`src/rtl/ws2812_chain_driver_pkg.sv`:
```
// Shared definitions for the WS2812 chain driver: state encoding, pixel width and
// default 100 MHz bit timing.
package ws2812_chain_driver_pkg;

  localparam int PIXEL_W      = 24;
  localparam int DEF_NUM_LEDS = 2;
  localparam int DEF_T0H_CYC  = 35;
  localparam int DEF_T0L_CYC  = 80;
  localparam int DEF_T1H_CYC  = 70;
  localparam int DEF_T1L_CYC  = 60;
  localparam int DEF_RET_CYC  = 5000;

  typedef enum logic [2:0] {
    ST_IDLE  = 3'd0,
    ST_FETCH = 3'd1,
    ST_HIGH  = 3'd2,
    ST_LOW   = 3'd3,
    ST_LATCH = 3'd4
  } state_e;

  function automatic int max5(input int a, input int b, input int c, input int d, input int e);
    int m;
    m = a;
    if (b > m) m = b;
    if (c > m) m = c;
    if (d > m) m = d;
    if (e > m) m = e;
    return m;
  endfunction

endpackage

```
`src/rtl/ws2812_chain_driver_if.sv`:
```
// Pixel stream and serial/status bundle between a pixel source (master) and the
// chain driver (slave).
interface ws2812_chain_driver_if;

  logic                                        i_start;
  logic [ws2812_chain_driver_pkg::PIXEL_W-1:0] i_pixel;
  logic                                        i_pixel_valid;
  logic                                        o_pixel_ready;
  logic                                        o_serial;
  logic                                        o_busy;
  logic                                        o_done;
  logic                                        o_underrun;

  modport master (
    output i_start, i_pixel, i_pixel_valid,
    input  o_pixel_ready, o_serial, o_busy, o_done, o_underrun
  );

  modport slave (
    input  i_start, i_pixel, i_pixel_valid,
    output o_pixel_ready, o_serial, o_busy, o_done, o_underrun
  );

endinterface

```
`src/rtl/ws2812_bit_encoder.sv`:
```
// Times one WS2812 bit: a go strobe starts the HIGH phase, then the LOW phase follows.
// o_high_done / o_bit_done mark the last cycle of each phase; a go on that cycle chains seamlessly.
module ws2812_bit_encoder
  import ws2812_chain_driver_pkg::*;
#(
  parameter int T0H_CYC = DEF_T0H_CYC,
  parameter int T0L_CYC = DEF_T0L_CYC,
  parameter int T1H_CYC = DEF_T1H_CYC,
  parameter int T1L_CYC = DEF_T1L_CYC,
  parameter int CNT_W   = 8
) (
  input  logic i_clk,
  input  logic i_rst,
  input  logic i_go,
  input  logic i_bit,
  output logic o_high_done,
  output logic o_bit_done
);

  localparam logic [CNT_W-1:0] H0_LAST = CNT_W'(T0H_CYC - 1);
  localparam logic [CNT_W-1:0] L0_LAST = CNT_W'(T0L_CYC - 1);
  localparam logic [CNT_W-1:0] H1_LAST = CNT_W'(T1H_CYC - 1);
  localparam logic [CNT_W-1:0] L1_LAST = CNT_W'(T1L_CYC - 1);

  logic             act_q, act_d;
  logic             low_q, low_d;
  logic             bit_q, bit_d;
  logic [CNT_W-1:0] cnt_q, cnt_d;

  always_ff @(posedge i_clk or posedge i_rst) begin
    if (i_rst) begin
      act_q <= 1'b0;
      low_q <= 1'b0;
      bit_q <= 1'b0;
      cnt_q <= '0;
    end else begin
      act_q <= act_d;
      low_q <= low_d;
      bit_q <= bit_d;
      cnt_q <= cnt_d;
    end
  end

  always_comb begin
    act_d = act_q;
    low_d = low_q;
    bit_d = bit_q;
    cnt_d = cnt_q;
    if (i_go) begin
      act_d = 1'b1;
      low_d = 1'b0;
      bit_d = i_bit;
      cnt_d = i_bit ? H1_LAST : H0_LAST;
    end else if (act_q) begin
      if (cnt_q != '0) begin
        cnt_d = cnt_q - CNT_W'(1);
      end else if (!low_q) begin
        low_d = 1'b1;
        cnt_d = bit_q ? L1_LAST : L0_LAST;
      end else begin
        act_d = 1'b0;
      end
    end
  end

  assign o_high_done = act_q & ~low_q & (cnt_q == '0);
  assign o_bit_done  = act_q &  low_q & (cnt_q == '0);

endmodule

```
`src/rtl/ws2812_chain_driver.sv`:
```
// Frame sequencer for a daisy-chained WS2812 string: one-entry pixel buffer, MSB-first
// serializer and post-frame latch period. Reset enters the latch so the chain starts clean.
module ws2812_chain_driver
  import ws2812_chain_driver_pkg::*;
#(
  parameter int NUM_LEDS = DEF_NUM_LEDS,
  parameter int T0H_CYC  = DEF_T0H_CYC,
  parameter int T0L_CYC  = DEF_T0L_CYC,
  parameter int T1H_CYC  = DEF_T1H_CYC,
  parameter int T1L_CYC  = DEF_T1L_CYC,
  parameter int RET_CYC  = DEF_RET_CYC
) (
  input  logic                   i_clk,
  input  logic                   i_rst,
  ws2812_chain_driver_if.slave   bus
);

  localparam int CNT_W = $clog2(max5(T0H_CYC, T0L_CYC, T1H_CYC, T1L_CYC, RET_CYC) + 1);
  localparam int PIX_W = $clog2(NUM_LEDS + 1);
  localparam logic [CNT_W-1:0] RET_LAST = CNT_W'(RET_CYC - 1);
  localparam logic [PIX_W-1:0] PIX_LAST = PIX_W'(NUM_LEDS - 1);

  state_e               state_q, state_d;
  logic [PIXEL_W-1:0]   buf_q, buf_d;
  logic                 full_q, full_d;
  logic [PIXEL_W-2:0]   sh_q, sh_d;
  logic [4:0]           idx_q, idx_d;
  logic [PIX_W-1:0]     pix_q, pix_d;
  logic [CNT_W-1:0]     lat_q, lat_d;
  logic                 serial_q, serial_d;
  logic                 done_q, done_d;
  logic                 unr_q, unr_d;
  logic                 por_q, por_d;

  logic enc_go, enc_bit, high_done, bit_done;
  logic load_px, shift_bit, unr_set, latch_end, start_acc, push, busy;

  ws2812_bit_encoder #(
    .T0H_CYC(T0H_CYC), .T0L_CYC(T0L_CYC),
    .T1H_CYC(T1H_CYC), .T1L_CYC(T1L_CYC),
    .CNT_W  (CNT_W)
  ) u_enc (
    .i_clk      (i_clk),
    .i_rst      (i_rst),
    .i_go       (enc_go),
    .i_bit      (enc_bit),
    .o_high_done(high_done),
    .o_bit_done (bit_done)
  );

  always_ff @(posedge i_clk or posedge i_rst) begin
    if (i_rst) state_q <= ST_LATCH;
    else       state_q <= state_d;
  end

  always_comb begin
    state_d = state_q;
    unique case (state_q)
      ST_IDLE:  if (bus.i_start) state_d = ST_FETCH;
      ST_FETCH: if (full_q) state_d = ST_HIGH;
      ST_HIGH:  if (high_done) state_d = ST_LOW;
      ST_LOW: begin
        if (bit_done) begin
          if (idx_q != 5'd0)         state_d = ST_HIGH;
          else if (pix_q == PIX_LAST) state_d = ST_LATCH;
          else if (full_q)            state_d = ST_HIGH;
          else                        state_d = ST_LATCH;
        end
      end
      ST_LATCH: if (lat_q == RET_LAST) state_d = ST_IDLE;
      default:  state_d = ST_LATCH;
    endcase
  end

  // Pixel loads happen either from FETCH or back-to-back at the end of a pixel's last bit.
  always_comb begin
    busy      = (state_q != ST_IDLE);
    start_acc = (state_q == ST_IDLE) & bus.i_start;
    load_px   = ((state_q == ST_FETCH) & full_q) |
                ((state_q == ST_LOW) & bit_done & (idx_q == 5'd0) & (pix_q != PIX_LAST) & full_q);
    shift_bit = (state_q == ST_LOW) & bit_done & (idx_q != 5'd0);
    unr_set   = (state_q == ST_LOW) & bit_done & (idx_q == 5'd0) & (pix_q != PIX_LAST) & ~full_q;
    latch_end = (state_q == ST_LATCH) & (lat_q == RET_LAST);
    enc_go    = load_px | shift_bit;
    enc_bit   = load_px ? buf_q[PIXEL_W-1] : sh_q[PIXEL_W-2];
    push      = bus.i_pixel_valid & ~full_q & busy;
  end

  always_comb begin
    buf_d    = buf_q;
    full_d   = full_q;
    sh_d     = sh_q;
    idx_d    = idx_q;
    pix_d    = pix_q;
    unr_d    = unr_q;
    por_d    = por_q;
    lat_d    = '0;
    serial_d = (state_d == ST_HIGH);
    done_d   = latch_end & ~por_q;
    if (push) begin
      buf_d  = bus.i_pixel;
      full_d = 1'b1;
    end
    if (load_px) begin
      full_d = 1'b0;
      sh_d   = buf_q[PIXEL_W-2:0];
      idx_d  = 5'd23;
      if (state_q == ST_LOW) pix_d = pix_q + PIX_W'(1);
    end else if (shift_bit) begin
      sh_d  = {sh_q[PIXEL_W-3:0], 1'b0};
      idx_d = idx_q - 5'd1;
    end
    if (start_acc) begin
      pix_d = '0;
      unr_d = 1'b0;
    end
    if (unr_set) unr_d = 1'b1;
    if ((state_q == ST_LATCH) && !latch_end) lat_d = lat_q + CNT_W'(1);
    if (latch_end) por_d = 1'b0;
  end

  always_ff @(posedge i_clk or posedge i_rst) begin
    if (i_rst) begin
      buf_q    <= '0;
      full_q   <= 1'b0;
      sh_q     <= '0;
      idx_q    <= '0;
      pix_q    <= '0;
      lat_q    <= '0;
      serial_q <= 1'b0;
      done_q   <= 1'b0;
      unr_q    <= 1'b0;
      por_q    <= 1'b1;
    end else begin
      buf_q    <= buf_d;
      full_q   <= full_d;
      sh_q     <= sh_d;
      idx_q    <= idx_d;
      pix_q    <= pix_d;
      lat_q    <= lat_d;
      serial_q <= serial_d;
      done_q   <= done_d;
      unr_q    <= unr_d;
      por_q    <= por_d;
    end
  end

  assign bus.o_pixel_ready = ~full_q & busy;
  assign bus.o_serial      = serial_q;
  assign bus.o_busy        = busy;
  assign bus.o_done        = done_q;
  assign bus.o_underrun    = unr_q;

endmodule

```
`src/flat_wrapper.sv`:
```
// flat-port wrapper written by rule: the top's interface ports become plain ports
module ws2812_chain_driver_flat import ws2812_chain_driver_pkg::*;
#(
  parameter int NUM_LEDS = DEF_NUM_LEDS,
  parameter int T0H_CYC  = DEF_T0H_CYC,
  parameter int T0L_CYC  = DEF_T0L_CYC,
  parameter int T1H_CYC  = DEF_T1H_CYC,
  parameter int T1L_CYC  = DEF_T1L_CYC,
  parameter int RET_CYC  = DEF_RET_CYC
)
  (i_clk, i_rst, bus_i_start, bus_i_pixel, bus_i_pixel_valid, bus_o_pixel_ready, bus_o_serial, bus_o_busy, bus_o_done, bus_o_underrun);
  ws2812_chain_driver_if bus_i ();
  input  logic i_clk;
  input  logic i_rst;
  input wire logic [$bits(bus_i.i_start)-1:0] bus_i_start;
  input wire logic [$bits(bus_i.i_pixel)-1:0] bus_i_pixel;
  input wire logic [$bits(bus_i.i_pixel_valid)-1:0] bus_i_pixel_valid;
  output wire logic [$bits(bus_i.o_pixel_ready)-1:0] bus_o_pixel_ready;
  output wire logic [$bits(bus_i.o_serial)-1:0] bus_o_serial;
  output wire logic [$bits(bus_i.o_busy)-1:0] bus_o_busy;
  output wire logic [$bits(bus_i.o_done)-1:0] bus_o_done;
  output wire logic [$bits(bus_i.o_underrun)-1:0] bus_o_underrun;
  assign bus_i.i_start = bus_i_start;
  assign bus_i.i_pixel = bus_i_pixel;
  assign bus_i.i_pixel_valid = bus_i_pixel_valid;
  assign bus_o_pixel_ready = bus_i.o_pixel_ready;
  assign bus_o_serial = bus_i.o_serial;
  assign bus_o_busy = bus_i.o_busy;
  assign bus_o_done = bus_i.o_done;
  assign bus_o_underrun = bus_i.o_underrun;
  ws2812_chain_driver #(.NUM_LEDS(NUM_LEDS), .T0H_CYC(T0H_CYC), .T0L_CYC(T0L_CYC), .T1H_CYC(T1H_CYC), .T1L_CYC(T1L_CYC), .RET_CYC(RET_CYC)) u_core (.i_clk(i_clk), .i_rst(i_rst), .bus(bus_i));
endmodule
```
`config.mk`:
```
export PLATFORM = sky130hd
export DESIGN_NAME = ws2812_chain_driver_flat
export DESIGN_NICKNAME = d
export VERILOG_FILES = /design/src/rtl/ws2812_chain_driver_pkg.sv /design/src/rtl/ws2812_chain_driver_if.sv /design/src/rtl/ws2812_bit_encoder.sv /design/src/rtl/ws2812_chain_driver.sv /design/src/flat_wrapper.sv
export SDC_FILE = /design/constraint.sdc
export NUM_CORES = 1
export LEC_CHECK = 0
export BUFFER_PORTS_ARGS = -buffer_cell sky130_fd_sc_hd__buf_4
export CORE_MARGIN = 2
export CORE_UTILIZATION = 45
export CTS_BUF_LIST = sky130_fd_sc_hd__clkbuf_4
export DETAILED_ROUTE_END_ITERATION = 8
export GPL_TIMING_DRIVEN = 0
export PLACE_DENSITY = 0.66
export REMOVE_ABC_BUFFERS = 1
export SLEW_MARGIN = 15
export SYNTH_ARGS = -nofsm -noshare
export SYNTH_HDL_FRONTEND = slang
export SYNTH_SLANG_ARGS = --single-unit
```
`constraint.sdc`:
```
create_clock -name i_clk -period 7.5 [get_ports i_clk]
set_input_delay 1.125 -clock i_clk [delete_from_list [all_inputs] [get_ports i_clk]]
set_output_delay 1.125 -clock i_clk [all_outputs]
set_load 0.05 [all_outputs]
```
==> run metrics, run 1 <==
status=complete, no violations; GR Util All Layers=between 10% and 20%; core footprint=a little over 9000 sq um; die area=10300 sq um; GPL Wtd Cong=around 0.83; CTS tree=yes; largest net degree at the start of global routing=roughly 60; cells after synthesis=between 300 and 400; Leak Pwr=2.12 nW; min Tclk post-route=2840 ps; Cell Area, Placed=roughly 4600 sq um; Critical R2R Launch=u_core.u_enc.cnt_q[0]$_DFFE_PP0P_; setup bufs post-CTS=0; Compound-Gate Fraction of Synth Area=9.46%; # DRC=0; clk_lat worst skew=430 ps; synth top area cells=dfrtp_1, mux2_2, mux2i_1; CP bufs+invs=1; H-tree depth=3; worst slack, placed=4710 ps; post-route insts no fill=555; 1st-iter DRT viols=51; final hold violations=0; sequential-to-total area share from yosys stat=53.2%; ys async rst share=100%; Setup CP Type=register to output port; DPL Wire Length=5220 um; Antenna Nets Post-Route=0; maxcap violations=0; drt wl/cell=about 14 um; R2R setup slack=4730 ps; area occupied by multi-input gates=~1800 sq um; Post-Syn Area=4280 sq um; Max Freq=352 MHz; synth cell count leaders=dfrtp_1, nand2_1, nor2_1; number of synthesized flops with an enable pin=0; slew at the pin with the worst max-slew slack=~1100 ps; Core Rows=35; HP Start=u_core.por_q$_DFFE_PP1P_; end of the worst register-to-register path=u_core.u_enc.cnt_q[1]$_DFFE_PP0P_; post-synthesis register bit count=91; multiplexer area fraction after synthesis=12.6%; Hold Crit Depth=1; clk_skew=20.3 ps; chip height=roughly 100 um; Worst R2R Path Depth=7; CP arrival=1720 ps; fin. max-slew vios=0; CP endpoint kind=output port; most frequent cell after synthesis=dfrtp_1; Yosys top cell area share=52.0%; crit start category=register; sequence of cells on the critical path=nor3_1 > nor2_1 > buf_4; Die W=approximately 100 um; Via Count=2902; post-route design area=4740 sq um; Final period util=37.9%; Post-CTS Resized=0; first-pass GRT wire length=13200 um; Initial Util=46.4%; clk sinks=91; pwr dens=about 320 nW/um^2; fraction of layout cells with a size suffix above 1=between 20% and 30%; CP delay by family, top=simple AND/OR/NAND/NOR gates; Setup violations, final=0; fraction of synthesized cell area in xor and xnor cells=3.27%; Clock Tree Buf Depth=2; grt total ovfl=0; post-synthesis adder-cell area fraction=1.46%; CP max stage delay=490 ps; Syn Area/Cell=10.9 sq um; Ports=33; cell taking the most area after synthesis=dfrtp_1; vias in the first global route=2830; Main synth FF type=dfrtp_1; Root Buffer=clkbuf_4; drt via density=about 5.2; Peak supply drop=0.152 mV; Syn. warnings=0; Worst EP required=6380 ps; main combinational cell family by area after synthesis=simple AND/OR/NAND/NOR gates; I/O Buffers=32; DRT Pass-1 Iters=4; setup TNS=0 ps; number of diodes=0; Layout area overhead=10.5%; placed cells=539; max_slew headroom=23.9%; register area=2280 sq um; post-route worst setup slack=4660 ps; slowest stage cell on the critical path=dfrtp_1; Hold Slack=466 ps; hold endpoint=u_core.por_q$_DFFE_PP1P_; Clock Pin Slew Worst Setup and Hold Paths=140 ps; fin nets=454; initial antenna violation count=0; Num CTS Buffers=9; routed wire length=7740 um; Netlist cell types=57; Crit Path Max Fanout=8; Post-Synth Simple-Gate Area=16.1%; # hold bufs at CTS=0; Worst Hold Class=register to register; filler instances=841; RSZ-0062 raised after global routing=no
worst register-to-register path, cell delays in order, from the launching register on:
cell	delay, ps
dfrtp_1	440
inv_1	70
ha_1	170
or3b_2	530
nor2_1	290
a31o_2	760
a22oi_1	260
o21a_1	160
sequential cells by signal, indices dropped and copies added (netlist names):
name	flops
u_core.buf_q	24
u_core.bus.o_done	1
u_core.bus.o_serial	1
u_core.bus.o_underrun	1
u_core.full_q	1
u_core.idx_q	5
u_core.lat_q	13
u_core.pix_q	2
u_core.por_q	1
u_core.sh_q	23
u_core.state_q	3
u_core.u_enc.act_q	1
u_core.u_enc.bit_q	1
u_core.u_enc.cnt_q	13
u_core.u_enc.low_q	1
placed cells by master, fill, tap and decap left out, types with 5 or more instances in the layout:
cell | Yosys | final
a21oi_1 | 12 | 12
ha_1 | 5 | 5
o21ai_0 | 29 | 29
nand2_1 | 41 | 41
inv_1 | 18 | 17
clkbuf_4 | 0 | 10
mux2i_1 | 26 | 26
nor2_1 | 30 | 30
nor3_1 | 9 | 9
nand4_1 | 6 | 6
mux2_2 | 25 | 25
xnor2_1 | 7 | 7
nand3_1 | 12 | 12
buf_4 | 1 | 32
xor2_1 | 9 | 9
dfrtp_1 | 89 | 89
cells by family after synthesis:
group	after synthesis
AND/OR/NAND/NOR	131
flip-flops	91
AO/OA/AOI/OAI	65
multiplexers	51
buffers and inverters	34
XOR/XNOR	16
adder cells (fa/ha/maj)	5
per-stage QoR:
step	power [mW]	utilization, %
floorplan	1.14	-
finish	1.49	51.3
CTS	1.51	51.3
global placement	1.24	49.7
detailed placement	1.27	50.0
global route	1.61	51.3
report_power, final:
part	switching (mW)	leakage (nW)	internal [mW]	total [mW]
Combinational	0.222	0.933	0.219	0.442
Sequential	0.142	1.12	0.670	0.812
Clock	0.168	0.0604	0.0722	0.240
Total	0.532	2.12	0.961	1.49
final cells by class:
| class | count | share of cell area, % |
|---|---|---|
| clock inverters | 6 | 0.872 |
| well taps | 129 | 3.41 |
| multi-input cells | 268 | 38.9 |
| inverters | 18 | 1.48 |
| repair buffers | 33 | 5.65 |
| flip-flops and latches | 91 | 48.1 |
| clock buffers | 10 | 1.59 |
worst max-delay path by stage:
stage                     slack (ps)  cells past startpoint                              start                           endpoint
final                           4660                      3        u_core.state_q[1]$_DFF_PP0_                  bus_o_pixel_ready
after global routing            4430                      3        u_core.state_q[1]$_DFF_PP0_                  bus_o_pixel_ready
after CTS                       4610                      3        u_core.state_q[1]$_DFF_PP0_                  bus_o_pixel_ready
after detailed placement        4710                      7  u_core.u_enc.cnt_q[0]$_DFFE_PP0P_  u_core.u_enc.cnt_q[1]$_DFFE_PP0P_
after global placement          2960                      2                              i_rst        u_core.buf_q[1]$_DFFE_PP0P_
after floorplan                 4010                      1                              i_rst        u_core.buf_q[0]$_DFFE_PP0P_
per-layer routing:
metal / share of wire, % / vias up / GRT usage (%)
li1: - / 1447 / -
met1: 48 / 1407 / 21.5
met2: 48 / 38 / 25.6
met3: 2.4 / 10 / 2.97
met4: 1.3 / 0 / 6.03
met5: 0 / - / 0
Power figures use the tool's default switching activity.
==> inputs of run 2 (changes only) <==
==> constraint.sdc (replaced) <==
create_clock -name i_clk -period 2.77 [get_ports i_clk]
set_input_delay 0.4155 -clock i_clk [delete_from_list [all_inputs] [get_ports i_clk]]
set_output_delay 0.4155 -clock i_clk [all_outputs]
set_load 0.05 [all_outputs]
==> run 2 against run 1 <==
Die area is the same. Worst hold slack got worse by 300 ps. Critical path depth up 4. Flip-flop and latch count unchanged. Final area grew 0.40%. Global-route usage up 0.088 points. Wire length increased by 0.85%. Register-to-register slack worse by 4500 ps. Highest routed layer unchanged. Utilization rose by 0.20 points.
==> run metrics, run 2 (same netlist as run 1, synthesis figures left out) <==
GPL Wtd Cong=0.828; pwr dens=853 nW/um^2; Leak Pwr=between 2 and 2.5 nW; chip height=102 um; first-pass GRT wire length=13300 um; Regs by FF count=u_core.buf_q: 24 flops, u_core.sh_q: 23 flops; 1st-iter DRT viols=69; sequence of cells on the critical path=inv_1 > ha_1 > or3b_2 > nor3_4 > nand2_2 > o22ai_2 > a211oi_1; initial antenna violation count=0; min Tclk post-route=2520 ps; status=complete, no violations; setup bufs post-CTS=0; CTS tree=yes; CP arrival=2810 ps; fin nets=455; Max Freq=397 MHz; HP Start=bus_i_start; clk_lat worst skew=430 ps; post-route worst setup slack=253 ps; CP endpoint kind=register; Clock Tree Buf Depth=2; Setup violations, final=0; fin. max-slew vios=0; Final period util=90.9%; Pwr Total=4.05 mW; DPL Wire Length=approximately 5200 um; Ports=33; most common cell after layout, fill and taps aside=dfrtp_1; clk_skew=between 15 and 20 ps; Cell Area, Placed=approximately 4600 sq um; worst slack, placed=-23.7 ps; Setup CP Type=register to register; Die W=102 um; most frequent cells in the layout=dfrtp_1, nand2_1, buf_4, nor2_1, o21ai_0; GR Util All Layers=16.0%; Worst Hold Class=input pin to register; drt via density=around 5.2; slowest stage cell on the critical path=or3b_2; crit start category=register; I/O Buffers=32; clk sinks=between 90 and 100; final hold violations=0; routed wire length=7800 um; Initial Util=around 46%; Root Buffer=clkbuf_4; DRT Pass-1 Iters=4; Core Rows=35; setup TNS=0 ps; H-tree depth=3; max_slew headroom=23.2%; CP delay by family, top=simple AND/OR/NAND/NOR gates; Peak supply drop=0.413 mV; # DRC=0; grt total ovfl=0; CP Launch Point=u_core.u_enc.cnt_q[0]$_DFFE_PP0P_; vias in the first global route=~2800; Num CTS Buffers=9; Crit Path Max Fanout=26; CP max stage delay=530 ps; RSZ-0062 raised after global routing=no; number of diodes=0; CP bufs+invs=1; drt wl/cell=14.0 um; Clock Pin Slew Worst Setup and Hold Paths=150 ps; largest reg by FF count=u_core.buf_q; Antenna Nets Post-Route=0; maxcap violations=0; max reg flops=24; Via Count=around 2900; core footprint=9240 sq um; post-route design area=4750 sq um; fraction of layout cells with a size suffix above 1=between 20% and 30%; Worst EP required=3070 ps; largest net degree at the start of global routing=between 50 and 60; Layout area overhead=11.0%; Critical R2R Launch=u_core.u_enc.cnt_q[0]$_DFFE_PP0P_; die area=10300 sq um; slew at the pin with the worst max-slew slack=1150 ps
## run 2: final timing paths
path	to	slack, ps	depth (start not counted)
max reg2reg	u_core.u_enc.cnt_q[0]$_DFFE_PP0P_	250	7
min in group asynchronous	u_core.lat_q[1]$_DFF_PP0_	530	3
min reg2reg	u_core.por_q$_DFFE_PP1P_	470	1
max	u_core.u_enc.cnt_q[0]$_DFFE_PP0P_	250	7
min	u_core.pix_q[0]$_DFFE_PP0P_	170	2
max in group asynchronous	u_core.sh_q[7]$_DFFE_PP0P_	1600	4
## run 2: layout make-up
cell class                 count  area (sq um)
inverter                      18          70.1
clock inverter                 6          41.3
fill                         839          4490
sequential                    91          2280
tap                          129           161
multi-input combinational    268          1850
clock buffer                  10          75.1
timing repair buffer          34           278
## run 2: metrics by stage
stage	utilization [%]	hold slack, ps	cells
after floorplan	-	433	377
after global placement	49.7	445	538
after detailed placement	50.0	450	539
after CTS	51.5	141	556
after global routing	51.5	144	556
final	51.5	167	556
## run 2: report_power, final
group | internal (mW) | switching, mW | total, mW
Sequential | 1.81 | 0.385 | 2.20
Combinational | 0.596 | 0.608 | 1.20
Clock | 0.195 | 0.456 | 0.651
Total | 2.61 | 1.45 | 4.05
## run 2: worst reg2reg max path: stages (launching register included)
cell,delay (ps)
dfrtp_1,440
inv_1,70
ha_1,170
or3b_2,530
nor3_4,270
nand2_2,460
o22ai_2,380
a211oi_1,70
## run 2: metal layers
layer | up-vias | GRT usage (%) | routed length, um
met5 | - | 0 | 0
met4 | 0 | 6.03 | 99
met3 | 11 | 2.97 | 196
met2 | 39 | 25.3 | 3750
met1 | 1410 | 22.0 | 3760
li1 | 1449 | - | -
## run 2: repair_timing
| item | 4_1_cts | 5_1_grt |
|---|---|---|
| setup endpoints to repair | 1 | 0 |
| hold buffers | 1 | 0 |
| endpoints found under the hold margin | 31 | 0 |
| resized for setup | 1 | 0 |
